### src/rtl/decoder_arb_pkg.sv
`default_nettype none
// ============================================================================
// Module      : decoder_arb_pkg
// Description : Shared sizes, FSM state type and helpers for decoder_rr_arbiter
// Revision    : 1.0 - initial release
// ============================================================================
package decoder_arb_pkg;

    localparam int NUM_REQ = 8;
    localparam int ID_W    = 3;

    typedef enum logic [1:0] {
        IDLE   = 2'd0,
        SETUP  = 2'd1,
        ACTIVE = 2'd2,
        GUARD  = 2'd3
    } state_t;

    function automatic int max3(input int a, input int b, input int c);
        int m;
        m = (a > b) ? a : b;
        return (m > c) ? m : c;
    endfunction

endpackage
`default_nettype wire

### src/rtl/rr_picker.sv
`default_nettype none
// ============================================================================
// Module      : rr_picker
// Description : Rotating-priority search: first eligible index at or after ptr
// Revision    : 1.0 - initial release
// ============================================================================
module rr_picker
    import decoder_arb_pkg::*;
(
    input  logic [NUM_REQ-1:0] eligible_i,
    input  logic [ID_W-1:0]    ptr_i,
    output logic               found_o,
    output logic [ID_W-1:0]    id_o
);

    logic [ID_W-1:0] idx;

    // Scan from the farthest offset down so the nearest eligible index wins.
    always_comb begin
        found_o = 1'b0;
        id_o    = '0;
        idx     = '0;
        for (int k = NUM_REQ - 1; k >= 0; k--) begin
            idx = ptr_i + ID_W'(k);
            if (eligible_i[idx]) begin
                found_o = 1'b1;
                id_o    = idx;
            end
        end
    end

endmodule
`default_nettype wire

### src/rtl/decoder_rr_arbiter.sv
`default_nettype none
// ============================================================================
// Module      : decoder_rr_arbiter
// Description : Round-robin owner of a 74138-style 3-to-8 chip-select decoder
// Revision    : 1.0 - initial release
// ============================================================================
module decoder_rr_arbiter
    import decoder_arb_pkg::*;
#(
    parameter int SETUP_CYCLES = 1,
    parameter int MAX_HOLD     = 16,
    parameter int GUARD_CYCLES = 1
) (
    input  logic               clk_i,
    input  logic               rst_n_i,
    input  logic [NUM_REQ-1:0] req_i,
    input  logic [NUM_REQ-1:0] mask_i,
    output logic               select_a_o,
    output logic               select_b_o,
    output logic               select_c_o,
    output logic               g1_en_o,
    output logic               g2a_en_n_o,
    output logic               g2b_en_n_o,
    output logic [NUM_REQ-1:0] gnt_o,
    output logic [ID_W-1:0]    gnt_id_o,
    output logic               busy_o,
    output logic               timeout_o
);

    localparam int CNT_W = $clog2(max3(SETUP_CYCLES, MAX_HOLD, GUARD_CYCLES)) + 1;

    state_t               state_q, state_d;
    logic [CNT_W-1:0]     cnt_q, cnt_d;
    logic [ID_W-1:0]      id_q, id_d;
    logic [ID_W-1:0]      ptr_q, ptr_d;
    logic                 en_q, en_d;
    logic [NUM_REQ-1:0]   gnt_q, gnt_d;
    logic                 busy_q, busy_d;
    logic                 timeout_q, timeout_d;

    logic [NUM_REQ-1:0]   eligible;
    logic                 pick_found;
    logic [ID_W-1:0]      pick_id;

    assign eligible = req_i & ~mask_i;

    rr_picker u_picker (
        .eligible_i (eligible),
        .ptr_i      (ptr_q),
        .found_o    (pick_found),
        .id_o       (pick_id)
    );

    always_comb begin
        state_d   = state_q;
        cnt_d     = cnt_q + CNT_W'(1);
        id_d      = id_q;
        ptr_d     = ptr_q;
        timeout_d = 1'b0;
        case (state_q)
            IDLE: begin
                cnt_d = '0;
                if (pick_found) begin
                    id_d    = pick_id;
                    state_d = SETUP;
                end
            end
            SETUP: begin
                if (!eligible[id_q]) begin
                    state_d = GUARD;
                    cnt_d   = '0;
                    ptr_d   = id_q + ID_W'(1);
                end else if (cnt_q == CNT_W'(SETUP_CYCLES - 1)) begin
                    state_d = ACTIVE;
                    cnt_d   = '0;
                    ptr_d   = id_q + ID_W'(1);
                end
            end
            ACTIVE: begin
                // A dropped request takes precedence over hold expiry: no timeout.
                if (!eligible[id_q]) begin
                    state_d = GUARD;
                    cnt_d   = '0;
                    ptr_d   = id_q + ID_W'(1);
                end else if (cnt_q == CNT_W'(MAX_HOLD - 1)) begin
                    state_d   = GUARD;
                    cnt_d     = '0;
                    ptr_d     = id_q + ID_W'(1);
                    timeout_d = 1'b1;
                end
            end
            GUARD: begin
                if (cnt_q == CNT_W'(GUARD_CYCLES - 1)) begin
                    state_d = IDLE;
                    cnt_d   = '0;
                end
            end
            default: begin
                state_d = IDLE;
                cnt_d   = '0;
            end
        endcase

        en_d   = (state_d == ACTIVE);
        gnt_d  = en_d ? (NUM_REQ'(1) << id_d) : '0;
        busy_d = (state_d != IDLE);
    end

    always_ff @(posedge clk_i or negedge rst_n_i) begin
        if (!rst_n_i) begin
            state_q   <= IDLE;
            cnt_q     <= '0;
            id_q      <= '0;
            ptr_q     <= '0;
            en_q      <= 1'b0;
            gnt_q     <= '0;
            busy_q    <= 1'b0;
            timeout_q <= 1'b0;
        end else begin
            state_q   <= state_d;
            cnt_q     <= cnt_d;
            id_q      <= id_d;
            ptr_q     <= ptr_d;
            en_q      <= en_d;
            gnt_q     <= gnt_d;
            busy_q    <= busy_d;
            timeout_q <= timeout_d;
        end
    end

    assign select_a_o = id_q[0];
    assign select_b_o = id_q[1];
    assign select_c_o = id_q[2];
    assign g1_en_o    = en_q;
    assign g2a_en_n_o = ~en_q;
    assign g2b_en_n_o = ~en_q;
    assign gnt_o      = gnt_q;
    assign gnt_id_o   = id_q;
    assign busy_o     = busy_q;
    assign timeout_o  = timeout_q;

endmodule
`default_nettype wire

### config.mk
export PLATFORM = sky130hd
export DESIGN_NAME = decoder_rr_arbiter
export DESIGN_NICKNAME = d
export VERILOG_FILES = /design/src/rtl/decoder_arb_pkg.sv /design/src/rtl/rr_picker.sv /design/src/rtl/decoder_rr_arbiter.sv
export SDC_FILE = /design/constraint.sdc
export NUM_CORES = 1
export LEC_CHECK = 0
export CAP_MARGIN = 20
export CORE_MARGIN = 8
export CORE_UTILIZATION = 49
export DETAILED_ROUTE_END_ITERATION = 10
export GPL_TIMING_DRIVEN = 0
export MAX_ROUTING_LAYER = met4
export PLACE_DENSITY = 0.86
export SYNTH_ARGS = -nofsm -noshare
export SYNTH_HDL_FRONTEND = slang
export SYNTH_SLANG_ARGS = --single-unit
### constraint.sdc
create_clock -name clk_i -period 2.7 [get_ports clk_i]
set_clock_uncertainty 0.2 [all_clocks]
set_input_delay 0.27 -clock clk_i [delete_from_list [all_inputs] [get_ports clk_i]]
set_output_delay 0.27 -clock clk_i [all_outputs]
set_load 0.1 [all_outputs]
Word-level counts from Yosys, hierarchy flattened
Cells that the tools add are included.

word-level totals
  memories kept = 0
  latch bits = 0
  bits of input ports = 18
  register bits = 24
  output and inout port bits = 19
  memory bits (read-only) = 0
  word-level logic and storage cells = 99
  RAM bits = 0

operators by class
  magnitude comparators = 9
  reductions and logical operators = 5
  shift-type cells = 1
  mux-type cells = 57
  equal/unequal tests = 7
  bitwise operators = 3
  $add $sub $neg = 9
  divide/modulo/power cells = 0
  multiply operators = 0

operators with widths
  kind                 count
  $mux 3               14
  $lt 3x4->1 const B   9
  $bmux 1 s3           9
  $mux 1               20
  $mux 5               4
  $pmux 5 s4           1
  $add 3x3->3 const B  4
  $mux 2               6
  $and 8x8->8          1
  $mux 8               1
  $not 8->8            1
  $pmux 2 s4           1
  $shl 1x3->8 const A  1
  $add 3x1->3 const B  2
  $add 3x2->3 const B  2
  $eq 2x2->1 const B   3
  $ne 3x3->1 const B   2
  $pmux 3 s2           1
  $add 5x1->5 const B  1
  $eq 5x4->1 const B   1
  $logic_not 5->1      1
  $reduce_bool 2->1    2
  $reduce_and 3->1     1
  $eq 2x1->1 const B   1
  other kinds (2)      2

Depth between registers and ports, before layout
  word-level depth = 16
  gate-level depth with buffers = 11
  mapped depth without buffers = 10

By module
Synthesis repeated with hierarchy kept, for this count alone.

second synthesis, totals
  cell total of the unflattened synthesis = 205
  area, all modules = 2039.5 sq um

by module, submodules not included
  module              cells each  area an instance (sq um)  sequential area each (sq um)  times used
  decoder_rr_arbiter  115         1257.5                    600.6                         1
  rr_picker           90          782.0                     0.0                           1

Least setup slack after synthesis
No wires, ideal clock.

  path kind = reg-to-reg
  start = reg id_q[1] (netlist: gnt_id_o[1])
  end = reg ptr_q[1]
  buffers on the path = 0
  setup time = 128 ps
  stages on the path, launching flop included = 8
  required time = 2372 ps
  clock period less this slack = 2932 ps
  data arrival time = 2604 ps
  path slack = -232 ps
  cells stage by stage = dfrtp_1 inv_1 mux4_2 mux2i_4 nand2_1 a21oi_1 a21oi_1 mux2_1

between the ends
  word-level cells in the longest chain between the ends = 4
  elaborated cells between the ends (all ways) = 11
  those cells by class = 1 x add/sub; 2 x eq/ne; 7 x mux; 1 x reduce/logical

RTL lines
  item                                            RTL line                   source
  from (decl)                                     decoder_rr_arbiter.sv:34   logic [ID_W-1:0] id_q, id_d;
  from (signal assigned)                          decoder_rr_arbiter.sv:122  id_q <= id_d;
  $add 3x1->3 or $bmux 1 s3 (tied branches)       n/a
  $mux 3 (tied with other cells)                  decoder_rr_arbiter.sv:85   end else if (cnt_q == CNT_W'(MAX_HOLD - 1)) begin
  $mux 3 (tied with other cells)                  decoder_rr_arbiter.sv:81   if (!eligible[id_q]) begin
  $pmux 3 s2 or $reduce_and 3->1 (tied branches)  n/a
  to (signal assigned)                            decoder_rr_arbiter.sv:123  ptr_q <= ptr_d;
  to (decl)                                       decoder_rr_arbiter.sv:35   logic [ID_W-1:0] ptr_q, ptr_d;

Parallel ways exist; a longest one is shown, timed or not. The select of a mux whose other input is x is not followed.
A chain may end at the register's enable or synchronous reset.

Worst setup path in the final report
  start = reg ptr_q[1]
  end = reg id_q[2] (netlist: gnt_id_o[2])

between the ends
  word-level cells in the longest chain between the ends = 13
  elaborated cells between the ends (all ways) = 41
  those cells by class = 7 x add/sub; 34 x mux

RTL lines
  item                                            RTL line                  source
  $add 3x3->3                                     rr_picker.sv:24           idx = ptr_i + ID_W'(k);
  $bmux 1 s3                                      rr_picker.sv:25           if (eligible_i[idx]) begin
  $mux 1 (implied by the code)                    rr_picker.sv:25
  $mux 3 or $mux 1 (tied branches) (8 in series)  rr_picker.sv:25
  $mux 3 *                                        decoder_rr_arbiter.sv:63  if (pick_found) begin
  $mux 3 *                                        decoder_rr_arbiter.sv:60  case (state_q)
  net id_d[2]                                     decoder_rr_arbiter.sv:34

The timed path passes the listed nets; every way through them passes the cells marked *. The select of a mux whose other input is x is not followed.

==> impl_results.md <==
- Area share of the largest cell type after synthesis: 26.71%
- Cells on worst reg2reg path: 10
- Share of cells above drive strength 1: 25.99%
- CTS tree: built
- Fin. Hold Viols: 0
- CP arrival: 2.61 ns
- TritonCTS Sinks: 24
- Vias: 1966
- Synth Instances: 223
- Pwr dens: 1398 nW/um^2
- Routability congestion estimate: 0.9660
- Kind of critical path: reg2reg
- VDD IR max: 628.3 uV
- Comb pwr share: 80.7%
- Core area: 4384 sq um
- Initial Utilization: 51.28%
- Ys flop type: dfrtp_1
- Footprint of the multi-input gates: 1549 sq um
- DR pass1 iterations: 4
- Initial DRC Count: 213
- Sequential share of the synthesized area: 26.71%
- Top cells by count, synth: 24 x dfrtp_1, 23 x nor2_1, 16 x mux2i_1
- Internal: 2009 uW
- Switch share: 51.18%
- Sequential Power Share: 13.5%
- Port bufs: 36
- Total global-route track usage: 15.39%
- Residual DRC: 0
- Tot Pwr: 4115 uW
- Status: completed
- TNS Setup: 0 ns
- Latest clock arrival within the worst-skew pair: 0.26 ns
- H-tree Lvls: 1
- Initial antenna violation count: 0
- Post-synth EDFFs: 0
- Post-route ant nets: 0
- CTS clk-pin slew, worst paths: 0.08 ns
- Seq. cell area: 604.3 sq um
- Worst hold margin: 0.1315 ns
- Synth Area per Inst: 10.08 sq um
- Area grow syn2layout: 30.94%
- RR Endpoint: gnt_id_o[2]$_DFF_PN0_
- Synth Warn #: 0
- Post-DP HPWL: 4.203 mm
- Leading post-synthesis cells by cell area: dfrtp_1 27%, mux4_2 12%, mux2i_1 7.1%
- Vias per cell: 5.976
- Fill count: 310
- Syn_nets: 248
- R2r setup slk: 0.04 ns
- Full die area: 7012 sq um
- Slew Limit Fails: 0
- Leak: 0.001214 uW
- Number of diodes: 0
- Die span in y: 83.74 microns
- Post-synth top area cell: dfrtp_1
- Max Clock Freq: 376.4 MHz
- Count leader, synth: dfrtp_1
- Cell Area, Synth: 2248 sq um
- Global route total overflow: 0
- Global-route wire length before repair: 9.025 mm
- Critical path capture point type: flip-flop
- Post-synthesis cell type count: 64
- Final Net Count: 303
- Clk buf depth: 2
- RR Startpoint: ptr_q[1]$_DFFE_PN0P_
- Number of buffers created by CTS: 3
- Worst-path fanout max: 6
- Vias in the first global route: 1882
- Largest net degree at the start of global routing: 25
- Synth Register Bits: 24
- Sw power: 2106 uW
- Critical path startpoint category: flip-flop
- Min cycle time layout: 2.657 ns
- Max-cap violations: 0
- CTS Hold Bufs: 0
- CTS Root Cell: clkbuf_8
- Ports: 37
- Clk network pwr share: 5.8%
- Required time worst endpoint: 2.65 ns
- Tcrit/Tclk final: 98.39%
- Slew @ Worst Pin: 0.9852 ns
- Total Wirelength: 5.569 mm
- Hold WC Path Type: in2async
- Rows: 24
- Max_slew headroom: 34.11%
- Die Wd: 83.74 microns
- Async set or reset register ratio after synthesis: 100.0%
- Setup-failing EPs final: 0
- RSZ-0062 raised after global routing: true
- WL/cell: 16.93 microns
==> layer usage <==
metal	vias to the layer above	track usage, %	wire [microns]	part of all wire [%]
met2	88	24.35	2777	50
met1	940	19.45	2340	42
met3	6	2.734	410	7.4
met5	-	-	0	0
li1	932	-	-	-
met4	0	4.710	40	0.72
==> cell type report <==
class	instances	share of cell area, %
plain buffers	12	3.867
well taps	52	2.210
clock buffers	4	1.870
inverters	13	2.210
flip-flops and latches	24	20.53
multi-input cells	172	52.61
repair buffers	52	16.70
==> power by group through the flow <==
stage,clock [uW],combinational [uW],sequential [uW]
after global routing,265,3520,568
after global placement,0,2800,559
after detailed placement,0,2860,563
final,240,3320,554
after floorplan,0,2000,872
after CTS,244,3120,553
==> cells by family after synthesis <==
logic type / count (synthesis) / share of synthesized area [%]
XOR/XNOR: 5 / 2.616
buffers and inverters: 27 / 7.624
flip-flops: 24 / 26.71
AO/OA/AOI/OAI: 43 / 15.58
adder cells (fa/ha/maj): 7 / 3.895
multiplexers: 34 / 23.32
AND/OR/NAND/NOR: 83 / 20.26
==> worst max path at each step <==
stage	startpoint	slack (ns)	endpoint	depth (start not counted)
after detailed placement	ptr_q[1]$_DFFE_PN0P_	-0.35	gnt_id_o[2]$_DFF_PN0_	11
after floorplan	ptr_q[1]$_DFFE_PN0P_	0.01	gnt_id_o[2]$_DFF_PN0_	11
after global routing	ptr_q[0]$_DFFE_PN0P_	-0.05	gnt_id_o[2]$_DFF_PN0_	7
final	ptr_q[1]$_DFFE_PN0P_	0.04	gnt_id_o[2]$_DFF_PN0_	10
after global placement	req_i[3]	-0.21	gnt_id_o[2]$_DFF_PN0_	8
after CTS	ptr_q[1]$_DFFE_PN0P_	-0.01	gnt_id_o[2]$_DFF_PN0_	11
==> cells in the final DEF (no fill, tap or decap), types with 2 or more instances in the layout <==
cell / count
clkdlybuf4s50_1: 36
nor2_1: 23
dfrtp_1: 21
buf_4: 18
nand2_1: 15
mux2i_1: 15
nand2b_1: 12
mux4_2: 12
inv_1: 10
clkbuf_8: 7
nor2b_1: 7
ha_1: 5
a21oi_1: 4
buf_6: 4
nand3b_1: 4
nand3_1: 3
o2111ai_1: 3
o21ai_0: 3
o22ai_1: 3
a32oi_1: 3
dfrtp_2: 3
mux2i_4: 2
a22o_1: 2
nor2b_4: 2
mux2_1: 2
and2_1: 2
o21ai_1: 2
o211ai_1: 2
a21o_1: 2
nor3_1: 2
xnor2_1: 2
ha_4: 2
==> registers in the layout, indices dropped and copies added (netlist names) <==
register,flops
gnt_id_o,3
cnt_q,5
busy_o,1
timeout_o,1
gnt_o,8
ptr_q,3
state_q,2
g1_en_o,1
==> timing repair <==
action	CTS	global route
buffers inserted	8	7
pin swaps	6	12
endpoints found under the setup margin	2	4
resized for setup	12	13
==> through the flow <==
step | area (sq um) | setup WS [ns] | util (%) | cells
after detailed placement | 2680 | -0.3526 | 61.13 | 311
after global routing | 2944 | -0.04596 | 67.15 | 329
after CTS | 2838 | -0.01357 | 64.73 | 322
after floorplan | 2255 | 0.01340 | - | 223
final | 2944 | 0.04337 | 67.15 | 329
after global placement | 2680 | -0.2138 | 61.13 | 311
==> critical path, cell delays in order, from the launching register on <==
cell        delay (ns)
dfrtp_1           0.41
buf_6             0.13
clkinvlp_4        0.09
buf_4             0.16
mux4_2            0.57
mux2i_4           0.28
o41ai_4           0.13
buf_4             0.17
buf_4             0.13
a32oi_1           0.19
nand2_1           0.08
Power figures use the tool's default switching activity.
